--- src/rtl/bp_pkg.sv ---
// bp_pkg: shared widths and entry layout for the branch resolve queue.
package bp_pkg;
  localparam int PC_W = 10;
  localparam int HIST_W = 12;
  typedef struct packed {
    logic [PC_W-1:0]   pc;
    logic              taken;
    logic [HIST_W-1:0] ghist;
  } brq_entry_t;
endpackage

--- src/rtl/brq_sat_counter.sv ---
// brq_sat_counter: 16-bit increment-enable counter that holds at all-ones.
module brq_sat_counter (
  input  logic        clk,
  input  logic        rst_n,
  input  logic        i_inc,
  output logic [15:0] o_cnt
);
  logic [15:0] r_cnt;
  always_ff @(posedge clk or negedge rst_n)
    if (!rst_n) r_cnt <= '0;
    else if (i_inc && r_cnt != 16'hFFFF) r_cnt <= r_cnt + 16'd1;
  assign o_cnt = r_cnt;
endmodule

--- src/rtl/branch_resolve_queue.sv ---
// branch_resolve_queue: in-order queue of branch predictions; emits training
// updates at resolution and a flush/history-restore pulse on mispredict.
module branch_resolve_queue #(
  parameter int DEPTH  = 8,
  parameter int PC_W   = bp_pkg::PC_W,
  parameter int HIST_W = bp_pkg::HIST_W
) (
  input  logic                    clock,
  input  logic                    reset,
  input  logic                    pred_valid,
  output logic                    pred_ready,
  input  logic [PC_W-1:0]         pred_pc,
  input  logic                    pred_taken,
  input  logic [HIST_W-1:0]       pred_ghist,
  input  logic                    res_valid,
  input  logic                    res_taken,
  output logic                    upd_valid,
  output logic [PC_W-1:0]         upd_pc,
  output logic                    upd_taken,
  output logic                    upd_mispredict,
  output logic [HIST_W-1:0]       upd_ghist,
  output logic                    flush,
  output logic [$clog2(DEPTH):0]  count,
  output logic [15:0]             branch_cnt,
  output logic [15:0]             mispredict_cnt,
  output logic                    underflow
);
  import bp_pkg::brq_entry_t;
  localparam int AW = $clog2(DEPTH);
  brq_entry_t  r_mem [DEPTH];
  logic [AW:0] r_wr_ptr, r_rd_ptr;
  brq_entry_t  w_head;
  logic        w_pop, w_push, w_mis;
  assign count      = r_wr_ptr - r_rd_ptr;
  assign pred_ready = count != (AW+1)'(DEPTH);
  assign w_head     = r_mem[r_rd_ptr[AW-1:0]];
  assign w_pop      = res_valid && count != '0;
  assign w_mis      = w_pop && (res_taken != w_head.taken);
  // a mispredict discards everything younger, including a same-cycle push
  assign w_push     = pred_valid && pred_ready && !w_mis;
  always_ff @(posedge clock)
    if (w_push) r_mem[r_wr_ptr[AW-1:0]] <= '{pc: pred_pc, taken: pred_taken, ghist: pred_ghist};
  always_ff @(posedge clock or negedge reset)
    if (!reset) begin
      r_wr_ptr       <= '0;
      r_rd_ptr       <= '0;
      upd_valid      <= 1'b0;
      upd_pc         <= '0;
      upd_taken      <= 1'b0;
      upd_mispredict <= 1'b0;
      upd_ghist      <= '0;
      flush          <= 1'b0;
      underflow      <= 1'b0;
    end else begin
      r_rd_ptr       <= r_rd_ptr + (AW+1)'(w_pop);
      r_wr_ptr       <= w_mis ? r_rd_ptr + (AW+1)'(1) : r_wr_ptr + (AW+1)'(w_push);
      upd_valid      <= w_pop;
      upd_mispredict <= w_mis;
      flush          <= w_mis;
      underflow      <= underflow | (res_valid && count == '0);
      if (w_pop) begin
        upd_pc    <= w_head.pc;
        upd_taken <= res_taken;
        upd_ghist <= w_head.ghist;
      end
    end
  brq_sat_counter u_br_cnt  (.clk(clock), .rst_n(reset), .i_inc(w_pop), .o_cnt(branch_cnt));
  brq_sat_counter u_mis_cnt (.clk(clock), .rst_n(reset), .i_inc(w_mis), .o_cnt(mispredict_cnt));
endmodule

--- config.mk ---
export PLATFORM = sky130hd
export DESIGN_NAME = branch_resolve_queue
export DESIGN_NICKNAME = d
export VERILOG_FILES = /design/src/rtl/bp_pkg.sv /design/src/rtl/brq_sat_counter.sv /design/src/rtl/branch_resolve_queue.sv
export SDC_FILE = /design/constraint.sdc
export NUM_CORES = 1
export LEC_CHECK = 0
export CORE_MARGIN = 2
export CORE_UTILIZATION = 57
export DETAILED_ROUTE_END_ITERATION = 10
export PLACE_DENSITY = 0.88
export SYNTH_ARGS = -nofsm -noshare
export SYNTH_HDL_FRONTEND = slang
export SYNTH_HIERARCHICAL = 1
export SYNTH_SLANG_ARGS = --single-unit
--- constraint.sdc ---
create_clock -name clock -period 7.7 [get_ports clock]
set_input_delay 0.77 -clock clock [delete_from_list [all_inputs] [get_ports clock]]
set_output_delay 0.77 -clock clock [all_outputs]
set_load 0.05 [all_outputs]
Word level (Yosys, flattened, before mapping)
Memory sizes are Yosys's and may differ from the RTL's.
Index checks and enable logic that the tools add are counted.
{"block": "totals", "register_bits": 66, "latchBits": 0, "ram_bits": 184, "romBits": 0, "inputBits": 28, "elab_cells": 35, "memories": 1}
{"block": "classes", "n_addsub": 6, "multipliers": 0, "div": 0, "order_cmp": 0, "eq_ne": 4, "shift": 0, "mux": 3, "bitwise": 1, "reduce_logical": 10}
{"name": "r_mem", "words": 8, "word_bits": 23, "read_ports": 1, "rd_ports_with_merged_regs": 0, "write_ports": 1, "line": "branch_resolve_queue.sv:30", "text": "brq_entry_t r_mem [DEPTH];"}
{"operator": "$add A16 B1 Y16 const B", "n": 2}
{"operator": "$ne A16 B16 Y1 const B", "n": 2}
{"operator": "$add A4 B1 Y4", "n": 2}
{"operator": "$logic_and A1 B1 Y1", "n": 7}
{"operator": "$add A4 B1 Y4 const B", "n": 1}
{"operator": "$logic_not A4 Y1", "n": 1}
{"operator": "$mux W4", "n": 1}
{"operator": "$ne A4 B4 Y1 const B", "n": 1}
{"operator": "$reduce_bool A4 Y1", "n": 1}
{"operator": "$sub A4 B4 Y4", "n": 1}
{"operator": "$mux W1", "n": 2}
{"operator": "$logic_not A1 Y1", "n": 1}
{"operator": "$ne A1 B1 Y1", "n": 1}
{"operator": "$or A1 B1 Y1", "n": 1}

Logic depth before layout (Yosys ltp)
{"block": "depth", "ltp_word": 8, "mapped_depth": 14, "ltp_nobuf": 13}

Hierarchy
The synthesis kept the hierarchy.
{"mod": "branch_resolve_queue", "instances": 1, "cells_per_inst": 413, "area_per_inst_um2": 8469.4}
{"mod": "brq_sat_counter", "instances": 2, "cells_per_inst": 72, "area_per_inst_um2": 859.6}

Worst setup path before layout
OpenSTA, ideal clock, no wires.
{"block": "synth_timing", "path_type": "register to register", "from": "register r_rd_ptr[1]", "to": "memory r_mem[4][0] (netlist bit) (enable)", "setup_ns": 0.470, "arrival_time_ns": 5.386, "setup_slack_ns": 1.844, "stages_incl_launch_ff": 10, "n_path_buf": 3, "synth_period_minus_slack_ns": 5.856, "cell_sequence": "dfrtp_1 -> buf_1 -> clkbuf_1 -> inv_1 -> fa_1 -> xor2_1 -> nor3_1 -> and2_1 -> buf_2 -> nor4b_1"}
{"block": "synth_between", "elab_chain_len": 8, "word_cells_on_any_way": 12, "cone_classes": "add/sub (1); eq/ne (2); mux (2); reduce/logical (6); memory (1)"}
{"item": "start: declaration", "line": "branch_resolve_queue.sv:31", "text": "logic [AW:0] r_wr_ptr, r_rd_ptr;"}
{"item": "start signal: assignment", "line": "branch_resolve_queue.sv:55", "text": "r_rd_ptr <= r_rd_ptr + (AW+1)'(w_pop);"}
{"item": "$sub A4 B4 Y4 (*)", "line": "branch_resolve_queue.sv:34", "text": "assign count = r_wr_ptr - r_rd_ptr;"}
{"item": "via count[2]", "line": "branch_resolve_queue.sv:23", "text": "output logic [$clog2(DEPTH):0] count,"}
{"item": "$reduce_bool A4 Y1", "line": "branch_resolve_queue.sv:37", "text": "assign w_pop = res_valid && count != '0;"}
{"item": "$logic_and A1 B1 Y1", "line": "branch_resolve_queue.sv:37"}
{"item": "$logic_and A1 B1 Y1", "line": "branch_resolve_queue.sv:38", "text": "assign w_mis = w_pop && (res_taken != w_head.taken);"}
{"item": "$logic_not A1 Y1", "line": "branch_resolve_queue.sv:40", "text": "assign w_push = pred_valid && pred_ready && !w_mis;"}
{"item": "$logic_and A1 B1 Y1 (*)", "line": "branch_resolve_queue.sv:40"}
{"item": "$mux W1 (*)", "line": "branch_resolve_queue.sv:42", "text": "if (w_push) r_mem[r_wr_ptr[AW-1:0]] <= '{pc: pred_pc, taken: pred_taken, ghist: pred_ghist};"}
{"item": "$mux W1 (implied by the code) (*)", "line": "branch_resolve_queue.sv:42"}
{"item": "end: declaration", "line": "branch_resolve_queue.sv:30"}
The timed path passes the listed nets; every way through them passes the cells marked *.

Worst setup path in the final report
{"block": "layout_timing", "from": "register r_rd_ptr[2]", "to": "output pred_ready"}
{"block": "layout_between", "elab_chain_len": 2}
{"item": "$sub A4 B4 Y4", "line": "branch_resolve_queue.sv:34"}
{"item": "$ne A4 B4 Y1", "line": "branch_resolve_queue.sv:35", "text": "assign pred_ready = count != (AW+1)'(DEPTH);"}
{"item": "end: declaration", "line": "branch_resolve_queue.sv:11", "text": "output logic pred_ready,"}
Every way passes these cells.

==> impl_metrics.env <==
export IMPL_fin_nets=705
export IMPL_cts_sink_count=250
export IMPL_timing_final_crit_period_ns=4.814
export IMPL_syn_area_per_cell_um2=18.29
export IMPL_via_per_inst=6.170
export IMPL_h_tree_depth=1
export IMPL_seq_pwr_share_pct=38.0
export IMPL_hpwlAfterDp_um=12220
export IMPL_die_width_um=137.7
export IMPL_die_h_um=137.7
export IMPL_globalRoute_totalOverflow=0
export IMPL_synth_nets=596
export IMPL_groute_usage_overall_pct=23.23
export IMPL_postCtsSetupRepairBufs=0
export IMPL_min_period_over_period_pct=62.52
export IMPL_maxCapViolCount=0
export IMPL_number_of_global_route_vias_before_repair=5782
export IMPL_timing_hold_worst_class="in2async"
export IMPL_grt_setup_unrepaired="no"
export IMPL_grt_first_pass_wirelength_um=32950
export IMPL_critical_path_class="reg2out"
export IMPL_drt_first_pass_iters=5
export IMPL_port_buffer_count=91
export IMPL_syn_instance_count=557
export IMPL_critPathTopFamily="buffers and inverters"
export IMPL_sw_frac_of_total_pct=37.01
export IMPL_gp_congestion=0.8256
export IMPL_combPwrFrac_pct=37.8
export IMPL_cell_area_after_technology_mapping_um2=10190
export IMPL_drt_drc_violations_left=0
export IMPL_maximum_fanout_along_the_worst_path=23
export IMPL_synthDominantCellAreaShare_pct=54.23
export IMPL_fraction_of_layout_cells_with_a_size_suffix_above_1_pct=19.85
export IMPL_crit_slowest_cell="sky130_fd_sc_hd__clkdlybuf4s50_1"
export IMPL_critPathMaxStageDelay_ns=0.72
export IMPL_clock_insertion_delay_worst_skew_ns=0.53
export IMPL_crit_path_end_kind="output pin"
export IMPL_detailroute_via_count=5615
export IMPL_filler_instances=1021
export IMPL_pin_count_of_the_biggest_net_entering_global_routing=67
export IMPL_drt_total_wl_um=21000
export IMPL_initial_antenna_violation_count=0
export IMPL_totalPowerFinal_w=0.005118
export IMPL_post_cts_resized_instances=0
export IMPL_ioPinCount=92
export IMPL_ant_nets=0
export IMPL_pwr_share_clk_pct=24.2
export IMPL_avgRoutedWirePerCell_um=23.07
export IMPL_clk_pin_slew_ns=0.06
export IMPL_part_of_the_yosys_area_used_for_sequential_elements_pct=70.44
export IMPL_worst_r2r_cell_count=10
export IMPL_synth_top_cells_by_count="sky130_fd_sc_hd__edfxtp_1, sky130_fd_sc_hd__dfrtp_1, sky130_fd_sc_hd__mux4_2"
export IMPL_holdBufCountCts=0
export IMPL_ys_warnings_count=6
export IMPL_synth_area_leaders="sky130_fd_sc_hd__edfxtp_1, sky130_fd_sc_hd__dfrtp_1, sky130_fd_sc_hd__mux4_2, sky130_fd_sc_hd__mux2i_1, sky130_fd_sc_hd__ha_1"
export IMPL_synth_edf_count=184
export IMPL_std_cell_rows=48
export IMPL_start_util_pct=58.70
export IMPL_r2r_slack_ns=3.46
export IMPL_power_report_internal_total_w=0.003224
export IMPL_ir_worst_vdd_mv=0.3343
export IMPL_timing_max_transition_violations_final=0
export IMPL_worst_r2r_startpoint="r_rd_ptr[0]$_DFF_PN0_"
export IMPL_antennaDiodeCount=0
export IMPL_synth_async_reset_ratio_pct=26.40
export IMPL_crit_path_start_kind="register"
export IMPL_yosys_register_bits=250
export IMPL_clock_tree_root_cell="sky130_fd_sc_hd__clkbuf_16"
export IMPL_core_um2=17360
export IMPL_cp_num_buf_inv=3
export IMPL_setup_viol_count_final=0
export IMPL_netSwitchingPower_w=0.001894
export IMPL_synth_most_common_cell="sky130_fd_sc_hd__edfxtp_1"
export IMPL_maximum_clock_path_buffer_count=3
export IMPL_drt_first_iter_violations=344
export IMPL_p_leak_nw=4.358
export IMPL_skew_ns=0.009684
export IMPL_design_die_area_um2=18960
export IMPL_worstPathRequired_ns=6.93
export IMPL_tritoncts="done"
export IMPL_postLayoutCoreUtil_pct=70.71
export IMPL_worst_ep_arrival_time_ns=4.04
export IMPL_achievable_frequency_mhz=207.7
export IMPL_timing_hold_violations_final=0
export IMPL_power_density_nw_per_um2=417.0
export IMPL_area_growth_synth_to_final_pct=20.46
export IMPL_final_setup_tns_ns=0
export IMPL_path_cells="inv_2 -> ha_1 -> a21oi_1 -> and3_1 -> or2_2 -> and2_1 -> inv_1 -> clkdlybuf4s50_1"
export IMPL_synthDominantAreaCellType="sky130_fd_sc_hd__edfxtp_1"
export IMPL_outcome="finished clean"
export IMPL_worst_slew_pin_slew_ns=0.9164
export IMPL_number_of_buffers_created_by_cts=25
export IMPL_worst_slew_margin_rel_pct=38.45
export IMPL_yosysUniqueCellTypes=52
export IMPL_r2r_end="r_mem[0][14]$_DFFE_PP_"
export IMPL_leading_register_cell_type_out_of_synthesis="sky130_fd_sc_hd__edfxtp_1"
-- placed cells by master, fill, tap and decap left out, types with 9 or more instances in the layout --
| cell | synthesis | final |
|---|---|---|
| sky130_fd_sc_hd__dfrtp_1 | 66 | 64 |
| sky130_fd_sc_hd__xnor2_1 | 14 | 14 |
| sky130_fd_sc_hd__clkbuf_16 | 0 | 25 |
| sky130_fd_sc_hd__clkdlybuf4s50_1 | 0 | 90 |
| sky130_fd_sc_hd__xor2_1 | 9 | 9 |
| sky130_fd_sc_hd__nand3_1 | 17 | 17 |
| sky130_fd_sc_hd__o21a_1 | 10 | 10 |
| sky130_fd_sc_hd__ha_1 | 10 | 10 |
| sky130_fd_sc_hd__buf_4 | 1 | 13 |
| sky130_fd_sc_hd__mux4_2 | 45 | 45 |
| sky130_fd_sc_hd__o21ai_0 | 25 | 25 |
| sky130_fd_sc_hd__edfxtp_1 | 184 | 184 |
| sky130_fd_sc_hd__nand2_1 | 30 | 30 |
| sky130_fd_sc_hd__mux2i_1 | 25 | 25 |
| sky130_fd_sc_hd__nand4_1 | 16 | 16 |
-- power groups by stage --
stage          Sequential, W  Clock [W]  Combinational (W)
3_5_place_dp         0.00196          0            0.00193
6_report             0.00194    0.00124            0.00193
4_1_cts              0.00195    0.00126            0.00195
3_3_place_gp         0.00194          0            0.00187
2_1_floorplan        0.00221          0            0.00107
5_1_grt              0.00198    0.00131            0.00206
-- state kept, by name, indices dropped and copies added, names as in the netlist --
name,count
r_mem,184
u_br_cnt/o_cnt,16
u_mis_cnt/o_cnt,16
upd_ghist,12
upd_pc,10
r_rd_ptr,4
r_wr_ptr,4
flush,1
underflow,1
upd_taken,1
upd_valid,1
-- through the flow --
step,hold WS (ns),std cells,cell area (um2),setup slack (ns)
after floorplan,0.4744,557,10190,1.844
after global placement,0.4443,864,11420,3.486
after detailed placement,0.4472,864,11420,3.386
after CTS,0.4613,910,12270,2.840
after global routing,0.4772,910,12270,2.662
final,0.4561,910,12270,2.886
-- cell families (layout without fill, tap and decap cells) --
| family | count (synthesis) | in the layout | synth area share (%) |
|---|---|---|---|
| adders and majority gates | 11 | 11 | 1.425 |
| xor gates and xnor gates | 23 | 23 | 1.977 |
| DFF | 250 | 250 | 70.44 |
| muxes | 75 | 75 | 13.10 |
| and+or+nand+nor | 110 | 110 | 7.995 |
| AOI/OAI and AO/OA | 58 | 58 | 3.733 |
| buffers and inverters | 30 | 158 | 1.326 |
-- worst max path at each step --
stage                           from  cells past startpoint               endpoint
2_1_floorplan  r_rd_ptr[1]$_DFF_PN0_                      9  r_mem[4][0]$_DFFE_PP_
3_3_place_gp   r_rd_ptr[0]$_DFF_PN0_                     10  r_mem[0][4]$_DFFE_PP_
3_5_place_dp   r_rd_ptr[0]$_DFF_PN0_                     10  r_mem[0][5]$_DFFE_PP_
4_1_cts        r_rd_ptr[2]$_DFF_PN0_                      8             pred_ready
5_1_grt        r_rd_ptr[0]$_DFF_PN0_                      8             pred_ready
6_report       r_rd_ptr[2]$_DFF_PN0_                      8             pred_ready
-- layout make-up --
cell class / instances / area (um2) / area share [%]
clock inverters: 12 / 152.6 / 1.244
flip-flops and latches: 250 / 7179 / 58.50
well taps: 225 / 281.5 / 2.294
multi-input cells: 277 / 2927 / 23.85
clock buffers: 34 / 699.4 / 5.699
inverters: 8 / 30.03 / 0.2447
repair buffers: 104 / 1003 / 8.176
-- layer usage --
layer | vias up | share of wire, % | global-route usage, %
li1 | 2457 | - | -
met1 | 2858 | 38 | 30.10
met2 | 253 | 53 | 41.16
met3 | 47 | 6.3 | 3.642
met4 | 0 | 2.5 | 6.463
met5 | - | 0 | 0
Note: power is estimated with default switching activity, not from simulation.
